<file path="src/rtl/mesi_snoop_cache_ctrl_if.sv">
// Interface bundling the CPU request port and the snoop-bus signals of one
// mesi_snoop_cache_ctrl instance.
//   master : driver side (CPU test driver, arbiter, other caches)
//   slave  : controller side
// Signals:
//   cpu_req_valid_i/wr_i/addr_i, cpu_req_ready_o  CPU valid/ready request port
//   cpu_done_o                                     op-complete pulse
//   bus_req_o, bus_gnt_i                           arbitration handshake
//   bus_msg_o, bus_addr_o                          own bus message (grant cycle only)
//   shared_i                                       wired-OR shared from other caches
//   snp_msg_i, snp_addr_i                          snooped message from other caches
//   shared_o, flush_o                              snoop responses
interface mesi_snoop_cache_ctrl_if #(
  parameter int unsigned ADDR_W = 2
);
  logic              cpu_req_valid_i;
  logic              cpu_req_wr_i;
  logic [ADDR_W-1:0] cpu_req_addr_i;
  logic              cpu_req_ready_o;
  logic              cpu_done_o;
  logic              bus_req_o;
  logic              bus_gnt_i;
  logic [1:0]        bus_msg_o;
  logic [ADDR_W-1:0] bus_addr_o;
  logic              shared_i;
  logic [1:0]        snp_msg_i;
  logic [ADDR_W-1:0] snp_addr_i;
  logic              shared_o;
  logic              flush_o;

  modport master (
    output cpu_req_valid_i, cpu_req_wr_i, cpu_req_addr_i, bus_gnt_i, shared_i,
           snp_msg_i, snp_addr_i,
    input  cpu_req_ready_o, cpu_done_o, bus_req_o, bus_msg_o, bus_addr_o, shared_o, flush_o
  );

  modport slave (
    input  cpu_req_valid_i, cpu_req_wr_i, cpu_req_addr_i, bus_gnt_i, shared_i,
           snp_msg_i, snp_addr_i,
    output cpu_req_ready_o, cpu_done_o, bus_req_o, bus_msg_o, bus_addr_o, shared_o, flush_o
  );
endinterface

</file>
<file path="src/rtl/mesi_snoop_cache_ctrl.sv">
// Per-CPU MESI snooping coherence controller. Tracks line state only (no data).
// Ports:
//   clk_i   clock
//   rst_i   asynchronous active-low reset
//   bus_io  CPU request port + snoop bus (mesi_snoop_cache_ctrl_if.slave)
// Line states: I=0, S=1, E=2, M=3. Bus messages: Idle=0, BusRd=1, BusRdX=2, BusUpgr=3.
module mesi_snoop_cache_ctrl #(
  parameter int unsigned NUM_LINES = 4,
  parameter int unsigned ADDR_W    = (NUM_LINES > 1) ? $clog2(NUM_LINES) : 1,
  parameter int unsigned CPU       = 1
) (
  input logic                    clk_i,
  input logic                    rst_i,
  mesi_snoop_cache_ctrl_if.slave bus_io
);

  localparam logic [1:0] LineI = 2'd0;
  localparam logic [1:0] LineS = 2'd1;
  localparam logic [1:0] LineE = 2'd2;
  localparam logic [1:0] LineM = 2'd3;

  localparam logic [1:0] MsgIdle    = 2'd0;
  localparam logic [1:0] MsgBusRd   = 2'd1;
  localparam logic [1:0] MsgBusRdX  = 2'd2;
  localparam logic [1:0] MsgBusUpgr = 2'd3;

  typedef enum logic [1:0] {StIdle, StWaitGnt, StDone} state_e;

  state_e            r_state;
  logic              r_wr;
  logic [ADDR_W-1:0] r_addr;
  logic              r_bus_req;
  logic              r_done;
  logic [1:0]        r_lines   [NUM_LINES];
  logic [1:0]        w_lines_d [NUM_LINES];

  logic       w_snp_act;
  logic       w_snp_rd_any;
  logic [1:0] w_snp_line;
  logic       w_accept;
  logic [1:0] w_req_line;
  logic       w_hit;
  logic       w_gnt;
  logic [1:0] w_own_line;

  always_comb begin
    w_snp_act    = bus_io.snp_msg_i != MsgIdle;
    w_snp_rd_any = (bus_io.snp_msg_i == MsgBusRd) || (bus_io.snp_msg_i == MsgBusRdX);
    w_snp_line   = r_lines[bus_io.snp_addr_i];

    bus_io.shared_o = w_snp_rd_any && (w_snp_line != LineI);
    bus_io.flush_o  = w_snp_rd_any && (w_snp_line == LineM);

    // Gated by reset so ready is 0 while the controller is held in reset.
    bus_io.cpu_req_ready_o = rst_i && (r_state == StIdle) &&
                             !(w_snp_act && (bus_io.snp_addr_i == bus_io.cpu_req_addr_i));
    w_accept   = bus_io.cpu_req_valid_i && bus_io.cpu_req_ready_o;
    w_req_line = r_lines[bus_io.cpu_req_addr_i];
    w_hit      = bus_io.cpu_req_wr_i ? ((w_req_line == LineM) || (w_req_line == LineE))
                                     : (w_req_line != LineI);

    w_gnt      = (r_state == StWaitGnt) && bus_io.bus_gnt_i;
    w_own_line = r_lines[r_addr];

    bus_io.bus_req_o  = r_bus_req;
    bus_io.cpu_done_o = r_done;

    // Message is chosen from the line state at grant time, so a write whose S line
    // was invalidated while waiting falls back to BusRdX.
    bus_io.bus_msg_o  = MsgIdle;
    bus_io.bus_addr_o = '0;
    if (w_gnt) begin
      bus_io.bus_addr_o = r_addr;
      if (!r_wr)                   bus_io.bus_msg_o = MsgBusRd;
      else if (w_own_line == LineS) bus_io.bus_msg_o = MsgBusUpgr;
      else                         bus_io.bus_msg_o = MsgBusRdX;
    end
  end

  // Snoop, silent E->M and grant updates never target the same line in one cycle.
  always_comb begin
    for (int i = 0; i < NUM_LINES; i++) w_lines_d[i] = r_lines[i];

    case (bus_io.snp_msg_i)
      MsgBusRd: begin
        if (w_snp_line == LineM || w_snp_line == LineE) w_lines_d[bus_io.snp_addr_i] = LineS;
      end
      MsgBusRdX:  w_lines_d[bus_io.snp_addr_i] = LineI;
      MsgBusUpgr: begin
        if (w_snp_line == LineS) w_lines_d[bus_io.snp_addr_i] = LineI;
      end
      default: ;
    endcase

    if (w_accept && bus_io.cpu_req_wr_i && (w_req_line == LineE)) begin
      w_lines_d[bus_io.cpu_req_addr_i] = LineM;
    end

    if (w_gnt) begin
      w_lines_d[r_addr] = r_wr ? LineM : (bus_io.shared_i ? LineS : LineE);
    end
  end

  always_ff @(posedge clk_i or negedge rst_i) begin
    if (!rst_i) begin
      for (int i = 0; i < NUM_LINES; i++) r_lines[i] <= LineI;
    end else begin
      for (int i = 0; i < NUM_LINES; i++) r_lines[i] <= w_lines_d[i];
    end
  end

  always_ff @(posedge clk_i or negedge rst_i) begin
    if (!rst_i) begin
      r_state   <= StIdle;
      r_wr      <= 1'b0;
      r_addr    <= '0;
      r_bus_req <= 1'b0;
      r_done    <= 1'b0;
    end else begin
      unique case (r_state)
        StIdle: begin
          if (w_accept) begin
            r_wr   <= bus_io.cpu_req_wr_i;
            r_addr <= bus_io.cpu_req_addr_i;
            if (w_hit) begin
              r_state <= StDone;
              r_done  <= 1'b1;
            end else begin
              r_state   <= StWaitGnt;
              r_bus_req <= 1'b1;
            end
          end
        end
        StWaitGnt: begin
          if (bus_io.bus_gnt_i) begin
            r_state   <= StDone;
            r_bus_req <= 1'b0;
            r_done    <= 1'b1;
          end
        end
        StDone: begin
          r_state <= StIdle;
          r_done  <= 1'b0;
        end
        default: r_state <= StIdle;
      endcase
    end
  end

`ifndef SYNTHESIS
  logic r_done_owed;

  always_ff @(posedge clk_i or negedge rst_i) begin
    if (!rst_i)        r_done_owed <= 1'b0;
    else if (w_accept) r_done_owed <= 1'b1;
    else if (r_done)   r_done_owed <= 1'b0;
  end

  always @(posedge clk_i) begin
    if (rst_i) begin
      assert (bus_io.bus_msg_o == MsgIdle || bus_io.bus_gnt_i)
        else $error("cpu %0d: bus message without grant", CPU);
      assert (!bus_io.flush_o || bus_io.shared_o)
        else $error("cpu %0d: flush without shared", CPU);
      assert (!(w_gnt && w_snp_act))
        else $error("cpu %0d: own grant and snoop in the same cycle", CPU);
      assert (!(bus_io.snp_msg_i == MsgBusUpgr && (w_snp_line == LineE || w_snp_line == LineM)))
        else $error("cpu %0d: BusUpgr snooped on an E/M line", CPU);
      assert (!r_done || r_done_owed)
        else $error("cpu %0d: done pulse without an accepted op", CPU);
    end
  end
`endif

endmodule

</file>
<file path="src/flat_wrapper.sv">
// flat-port wrapper written by rule: the top's interface ports become plain ports
module mesi_snoop_cache_ctrl_flat 
#(
  parameter int unsigned NUM_LINES = 4,
  parameter int unsigned ADDR_W    = (NUM_LINES > 1) ? $clog2(NUM_LINES) : 1,
  parameter int unsigned CPU       = 1
)
  (clk_i, rst_i, bus_io_cpu_req_valid_i, bus_io_cpu_req_wr_i, bus_io_cpu_req_addr_i, bus_io_bus_gnt_i, bus_io_shared_i, bus_io_snp_msg_i, bus_io_snp_addr_i, bus_io_cpu_req_ready_o, bus_io_cpu_done_o, bus_io_bus_req_o, bus_io_bus_msg_o, bus_io_bus_addr_o, bus_io_shared_o, bus_io_flush_o);
  mesi_snoop_cache_ctrl_if #(.ADDR_W(ADDR_W)) bus_io_i ();
  input logic clk_i;
  input logic rst_i;
  input wire logic [$bits(bus_io_i.cpu_req_valid_i)-1:0] bus_io_cpu_req_valid_i;
  input wire logic [$bits(bus_io_i.cpu_req_wr_i)-1:0] bus_io_cpu_req_wr_i;
  input wire logic [$bits(bus_io_i.cpu_req_addr_i)-1:0] bus_io_cpu_req_addr_i;
  input wire logic [$bits(bus_io_i.bus_gnt_i)-1:0] bus_io_bus_gnt_i;
  input wire logic [$bits(bus_io_i.shared_i)-1:0] bus_io_shared_i;
  input wire logic [$bits(bus_io_i.snp_msg_i)-1:0] bus_io_snp_msg_i;
  input wire logic [$bits(bus_io_i.snp_addr_i)-1:0] bus_io_snp_addr_i;
  output wire logic [$bits(bus_io_i.cpu_req_ready_o)-1:0] bus_io_cpu_req_ready_o;
  output wire logic [$bits(bus_io_i.cpu_done_o)-1:0] bus_io_cpu_done_o;
  output wire logic [$bits(bus_io_i.bus_req_o)-1:0] bus_io_bus_req_o;
  output wire logic [$bits(bus_io_i.bus_msg_o)-1:0] bus_io_bus_msg_o;
  output wire logic [$bits(bus_io_i.bus_addr_o)-1:0] bus_io_bus_addr_o;
  output wire logic [$bits(bus_io_i.shared_o)-1:0] bus_io_shared_o;
  output wire logic [$bits(bus_io_i.flush_o)-1:0] bus_io_flush_o;
  assign bus_io_i.cpu_req_valid_i = bus_io_cpu_req_valid_i;
  assign bus_io_i.cpu_req_wr_i = bus_io_cpu_req_wr_i;
  assign bus_io_i.cpu_req_addr_i = bus_io_cpu_req_addr_i;
  assign bus_io_i.bus_gnt_i = bus_io_bus_gnt_i;
  assign bus_io_i.shared_i = bus_io_shared_i;
  assign bus_io_i.snp_msg_i = bus_io_snp_msg_i;
  assign bus_io_i.snp_addr_i = bus_io_snp_addr_i;
  assign bus_io_cpu_req_ready_o = bus_io_i.cpu_req_ready_o;
  assign bus_io_cpu_done_o = bus_io_i.cpu_done_o;
  assign bus_io_bus_req_o = bus_io_i.bus_req_o;
  assign bus_io_bus_msg_o = bus_io_i.bus_msg_o;
  assign bus_io_bus_addr_o = bus_io_i.bus_addr_o;
  assign bus_io_shared_o = bus_io_i.shared_o;
  assign bus_io_flush_o = bus_io_i.flush_o;
  mesi_snoop_cache_ctrl #(.NUM_LINES(NUM_LINES), .ADDR_W(ADDR_W), .CPU(CPU)) u_core (.clk_i(clk_i), .rst_i(rst_i), .bus_io(bus_io_i));
endmodule
</file>
<file path="config.mk">
export PLATFORM = sky130hd
export DESIGN_NAME = mesi_snoop_cache_ctrl_flat
export DESIGN_NICKNAME = d
export VERILOG_FILES = /design/src/rtl/mesi_snoop_cache_ctrl_if.sv /design/src/rtl/mesi_snoop_cache_ctrl.sv /design/src/flat_wrapper.sv
export SDC_FILE = /design/constraint.sdc
export NUM_CORES = 1
export LEC_CHECK = 0
export ABC_AREA = 0
export BUFFER_PORTS_ARGS = -buffer_cell sky130_fd_sc_hd__buf_2
export CAP_MARGIN = 0
export CELL_PAD_IN_SITES_DETAIL_PLACEMENT = 0
export CELL_PAD_IN_SITES_GLOBAL_PLACEMENT = 1
export CORE_ASPECT_RATIO = 0.9
export CORE_MARGIN = 2
export CORE_UTILIZATION = 35
export DETAILED_ROUTE_END_ITERATION = 6
export PLACE_DENSITY_LB_ADDON = 0.1
export SLEW_MARGIN = 10
export SYNTH_ARGS = -nofsm -noshare
export SYNTH_HDL_FRONTEND = slang
export SYNTH_SLANG_ARGS = --single-unit
</file>
<file path="constraint.sdc">
create_clock -name clk_i -period 4.4 [get_ports clk_i]
set_input_delay 0.88 -clock clk_i [delete_from_list [all_inputs] [get_ports clk_i]]
set_output_delay 0.88 -clock clk_i [all_outputs]
set_load 0.1 [all_outputs]
</file>
==> impl_metrics.csv <==
group,metric,value,unit
hold_path,worstHoldPathCells,2,
final_layout,final_area,1500,um^2
timing,timing.setup.tns,0,ps
final_layout,area_grow_syn2layout,10.7,%
detailed_routing,first_drt_pass_iteration_count,4,
detailed_routing,route.detailed.vias_per_inst,5.69,
synthesis,synth_sequential_area_ratio,0.276,
pwr,p_int,0.340,mW
grt,grt_busiest_layer,"met2",
final_layout,combined_flip_flop_and_latch_cell_area,375,um^2
timing,final.setup.worst_slack,1340,ps
grt,use_met3,0.0432,
final_layout,fin_nets,182,
die,design.core.area,3730,um^2
synthesis,ys.warnings.count,0,
final_layout,drive_above_1_share,0.232,
timing,clock_skew,2.39,ps
hold_path,hold_path.startpoint,"u_core.bus_io.bus_req_o$_DFFE_PN0P_",
placement,pre_cts_slack,1340,ps
synthesis,synthesis.nets,163,
timing,final-max-slew-violation-count,0,
detailed_routing,drt_wl_total,3550,um
placement,gpl.final_weighted_congestion,0.797,
synthesis,postSynthRegisterBits,15,
grt,antenna_found_initial,0,
final_layout,antenna-diode-count,0,
detailed_routing,violation_count_after_the_first_detailed_route_iteration,43,
final_layout,layout.filler_cells,409,
placement,placed_cells_incl_taps,206,
die,die_area,4400,um^2
cts,post-cts-setup-buffers,0,
cts,cts.repair.resized,0,
pwr,power.static_leakage,0.672,nW
pwr,vdd.ir_drop.worst,239,uV
setup_path,r2r-start,"u_core.r_state[1]$_DFFE_PN0P_",
detailed_routing,count_of_unresolved_drc_violations_after_routing,0,
synthesis,yosysTopAreaCell,"dfrtp_1",
placement,placement.io_buffers,20,
hold_path,holdPathEnd,"u_core.bus_io.bus_req_o$_DFFE_PN0P_",
setup_path,setup.worst_path.end_class,"primary output",
cts,worst_setup_hold_path_clk_slew,60,ps
synthesis,synth_area_per_cell,9.31,um^2
final_layout,postLayoutCoreUtil,0.403,
timing,period_needed,3060,ps
placement,placed_area,1460,um^2
setup_path,r2r_end,"u_core.r_lines[4]$_DFF_PN0_",
grt,groute.layer.met1.usage,0.241,
final_layout,final_cells,210,
setup_path,most_prevalent_standard_cell_on_the_critical_path,"buf_2",
die,num_rows,21,
die,initial_core_util,0.364,
pwr,total_power,0.686,mW
timing,fin_worst_hold_slack,507,ps
pwr,seq_power_share,0.363,
grt,grt_use_total,0.170,
setup_path,worst_path_max_delay_cell,"mux4_2",
timing,max-slew-margin-rel,0.678,
final_layout,multi_input_comb_area,896,um^2
timing,setup_viol,0,
timing,layout_worst_path_cycle_share,0.696,
die,die_y,63.1,um
grt,maximum_number_of_pins_on_one_net_before_global_route_repair,18,
synthesis,synth-edff-count,0,
cts,cts_tree,"yes",
setup_path,critical_path.max_fanout,14,
pwr,pwr-share-comb,0.469,
setup_path,critPathMaxStageDelay,550,ps
setup_path,reg2regPathDepth,4,
grt,globalRoute.totalOverflow,0,
setup_path,critical_path.startpoint_type,"input port",
pwr,powerDensity,456,nW/um^2
timing,worst-slew-pin-transition,486,ps
synthesis,total_standard_cell_area_after_synthesis,1360,um^2
detailed_routing,routed_via_count,1195,
synthesis,yosys.area.top_type_share,0.276,
cts,cts-root-to-sink-buffers,2,
synthesis,yosys.cell_types.count,55,
cts,htree_levels,1,
timing,final-hold-violation-count,0,
cts,worst_skew_pair.late_latency,250,ps
detailed_routing,drt.antenna.violating_nets,0,
grt,grt_pass1_wl,5890,um
synthesis,netlist_top_cells_area,"dfrtp_1, nor2_1, ha_1",
die,floorplan.io_pins,21,
setup_path,r2r_setup_slack,2730,ps
detailed_routing,detail_route.wl_per_cell,16.9,um
synthesis,synth-main-ff-cell,"dfrtp_1",
setup_path,required,3520,ps
synthesis,syn_inst,146,
setup_path,path_class,"in -> out",
setup_path,critical_path.cell_chain,"buf_2 > mux4_2 > and3_1 > buf_2",
cts,tritoncts.num_buffers,3,
synthesis,async_flop_share,1.00,
timing,grt_setup_unrepaired,"no",
cts,post_cts_hold_buffer_count,0,
cts,cts.sinks,15,
timing,fmax,0.327,GHz
die,die_w,69.7,um
status,run_status,"complete, no violations",
pwr,netSwitchingFraction,0.504,
cts,clk_root_buffer_cell,"clkbuf_8",
grt,globalRouteMet2Util,0.261,
grt,first_global_vias,1201,
placement,half_perimeter_wire_length_of_the_detailed_placement_result,2700,um
synthesis,top_count_cell_post_synth,"nor2_1",
hold_path,holdCritPathClass,"reg -> reg",
synthesis,ys_top_cells_by_count,"nor2_1, dfrtp_1, a21oi_1, o21ai_0",
setup_path,cp.arrival,2180,ps
run,drv.max_cap_violation_count,0,
pwr,power.share.clock,0.168,
pwr,power_switching,0.346,mW
==> worst max path at each step <==
stage	start	to	slack, ps	depth (start not counted)
finish	bus_io_snp_addr_i[0]	bus_io_flush_o	1340	4
global route	bus_io_snp_addr_i[0]	bus_io_flush_o	1280	4
CTS	bus_io_snp_addr_i[0]	bus_io_flush_o	1340	4
detailed placement	bus_io_snp_addr_i[0]	bus_io_flush_o	1340	4
global placement	bus_io_snp_addr_i[0]	bus_io_shared_o	1360	4
floorplan	bus_io_bus_gnt_i	bus_io_bus_addr_o[1]	570	2
==> worst max-delay path, delay by kind of cell <==
family | cells | cell delay, ps
buffers and inverters | 2 | 550
muxes | 1 | 550
and+or+nand+nor | 1 | 190
==> layout by cell type, fill, tap and decap left out, types with 2 or more instances in the layout <==
cell type / synthesis / layout
nor2b_1: 4 / 4
a211oi_1: 2 / 2
nand2_1: 8 / 8
clkbuf_8: 0 / 3
a21oi_1: 9 / 9
nor2_1: 17 / 17
o311ai_1: 2 / 2
ha_1: 5 / 5
buf_2: 1 / 20
nor4b_1: 2 / 2
mux2_2: 2 / 2
nor3b_1: 2 / 2
a31oi_1: 2 / 2
nand3b_1: 2 / 2
dfrtp_1: 15 / 15
a211o_1: 2 / 2
nand2b_1: 4 / 4
o21ai_0: 9 / 9
o31ai_1: 3 / 3
and3b_1: 2 / 2
mux4_1: 2 / 2
inv_1: 8 / 8
mux4_2: 2 / 2
a311o_1: 2 / 2
and2_1: 3 / 3
nor3_1: 2 / 2
o21a_1: 2 / 2
==> layout make-up <==
| class | instances | area share |
|---|---|---|
| Tap cell | 46 | 0.0383 |
| Sequential cell | 15 | 0.250 |
| Inverter | 8 | 0.0200 |
| Multi-Input combinational cell | 117 | 0.596 |
| Clock buffer | 4 | 0.0300 |
| Timing Repair Buffer | 20 | 0.0666 |
==> power by group through the flow <==
stage | Combinational [mW] | Sequential (mW) | Clock, mW
3_3_place_gp | 0.323 | 0.248 | 0
6_report | 0.322 | 0.249 | 0.115
4_1_cts | 0.325 | 0.248 | 0.117
2_1_floorplan | 0.222 | 0.284 | 0
3_5_place_dp | 0.324 | 0.250 | 0
5_1_grt | 0.346 | 0.256 | 0.126
==> registers in the layout (all words and copies together) (netlist names) <==
register	flops
u_core.bus_io.cpu_done_o	1
u_core.r_lines	8
u_core.r_state	2
u_core.r_addr	2
u_core.r_wr	1
u_core.bus_io.bus_req_o	1
==> kinds of logic (layout without fill, tap and decap cells) <==
| group | Yosys count | in the layout | synth area share |
|---|---|---|---|
| simple gates | 60 | 60 | 0.267 |
| mux | 6 | 6 | 0.0884 |
| compound gates | 44 | 44 | 0.239 |
| fa+ha+maj | 5 | 5 | 0.0460 |
| buf+inv | 14 | 32 | 0.0645 |
| xor+xnor | 2 | 2 | 0.0184 |
| flops | 15 | 15 | 0.276 |
==> metal layers <==
metal	vias to the layer above	routed length, um	share of wire
met4	0	37	0.010
met3	5	205	0.058
met5	-	0	0
met1	574	1730	0.49
li1	584	-	-
met2	32	1570	0.44
Power figures use the tool's default switching activity.
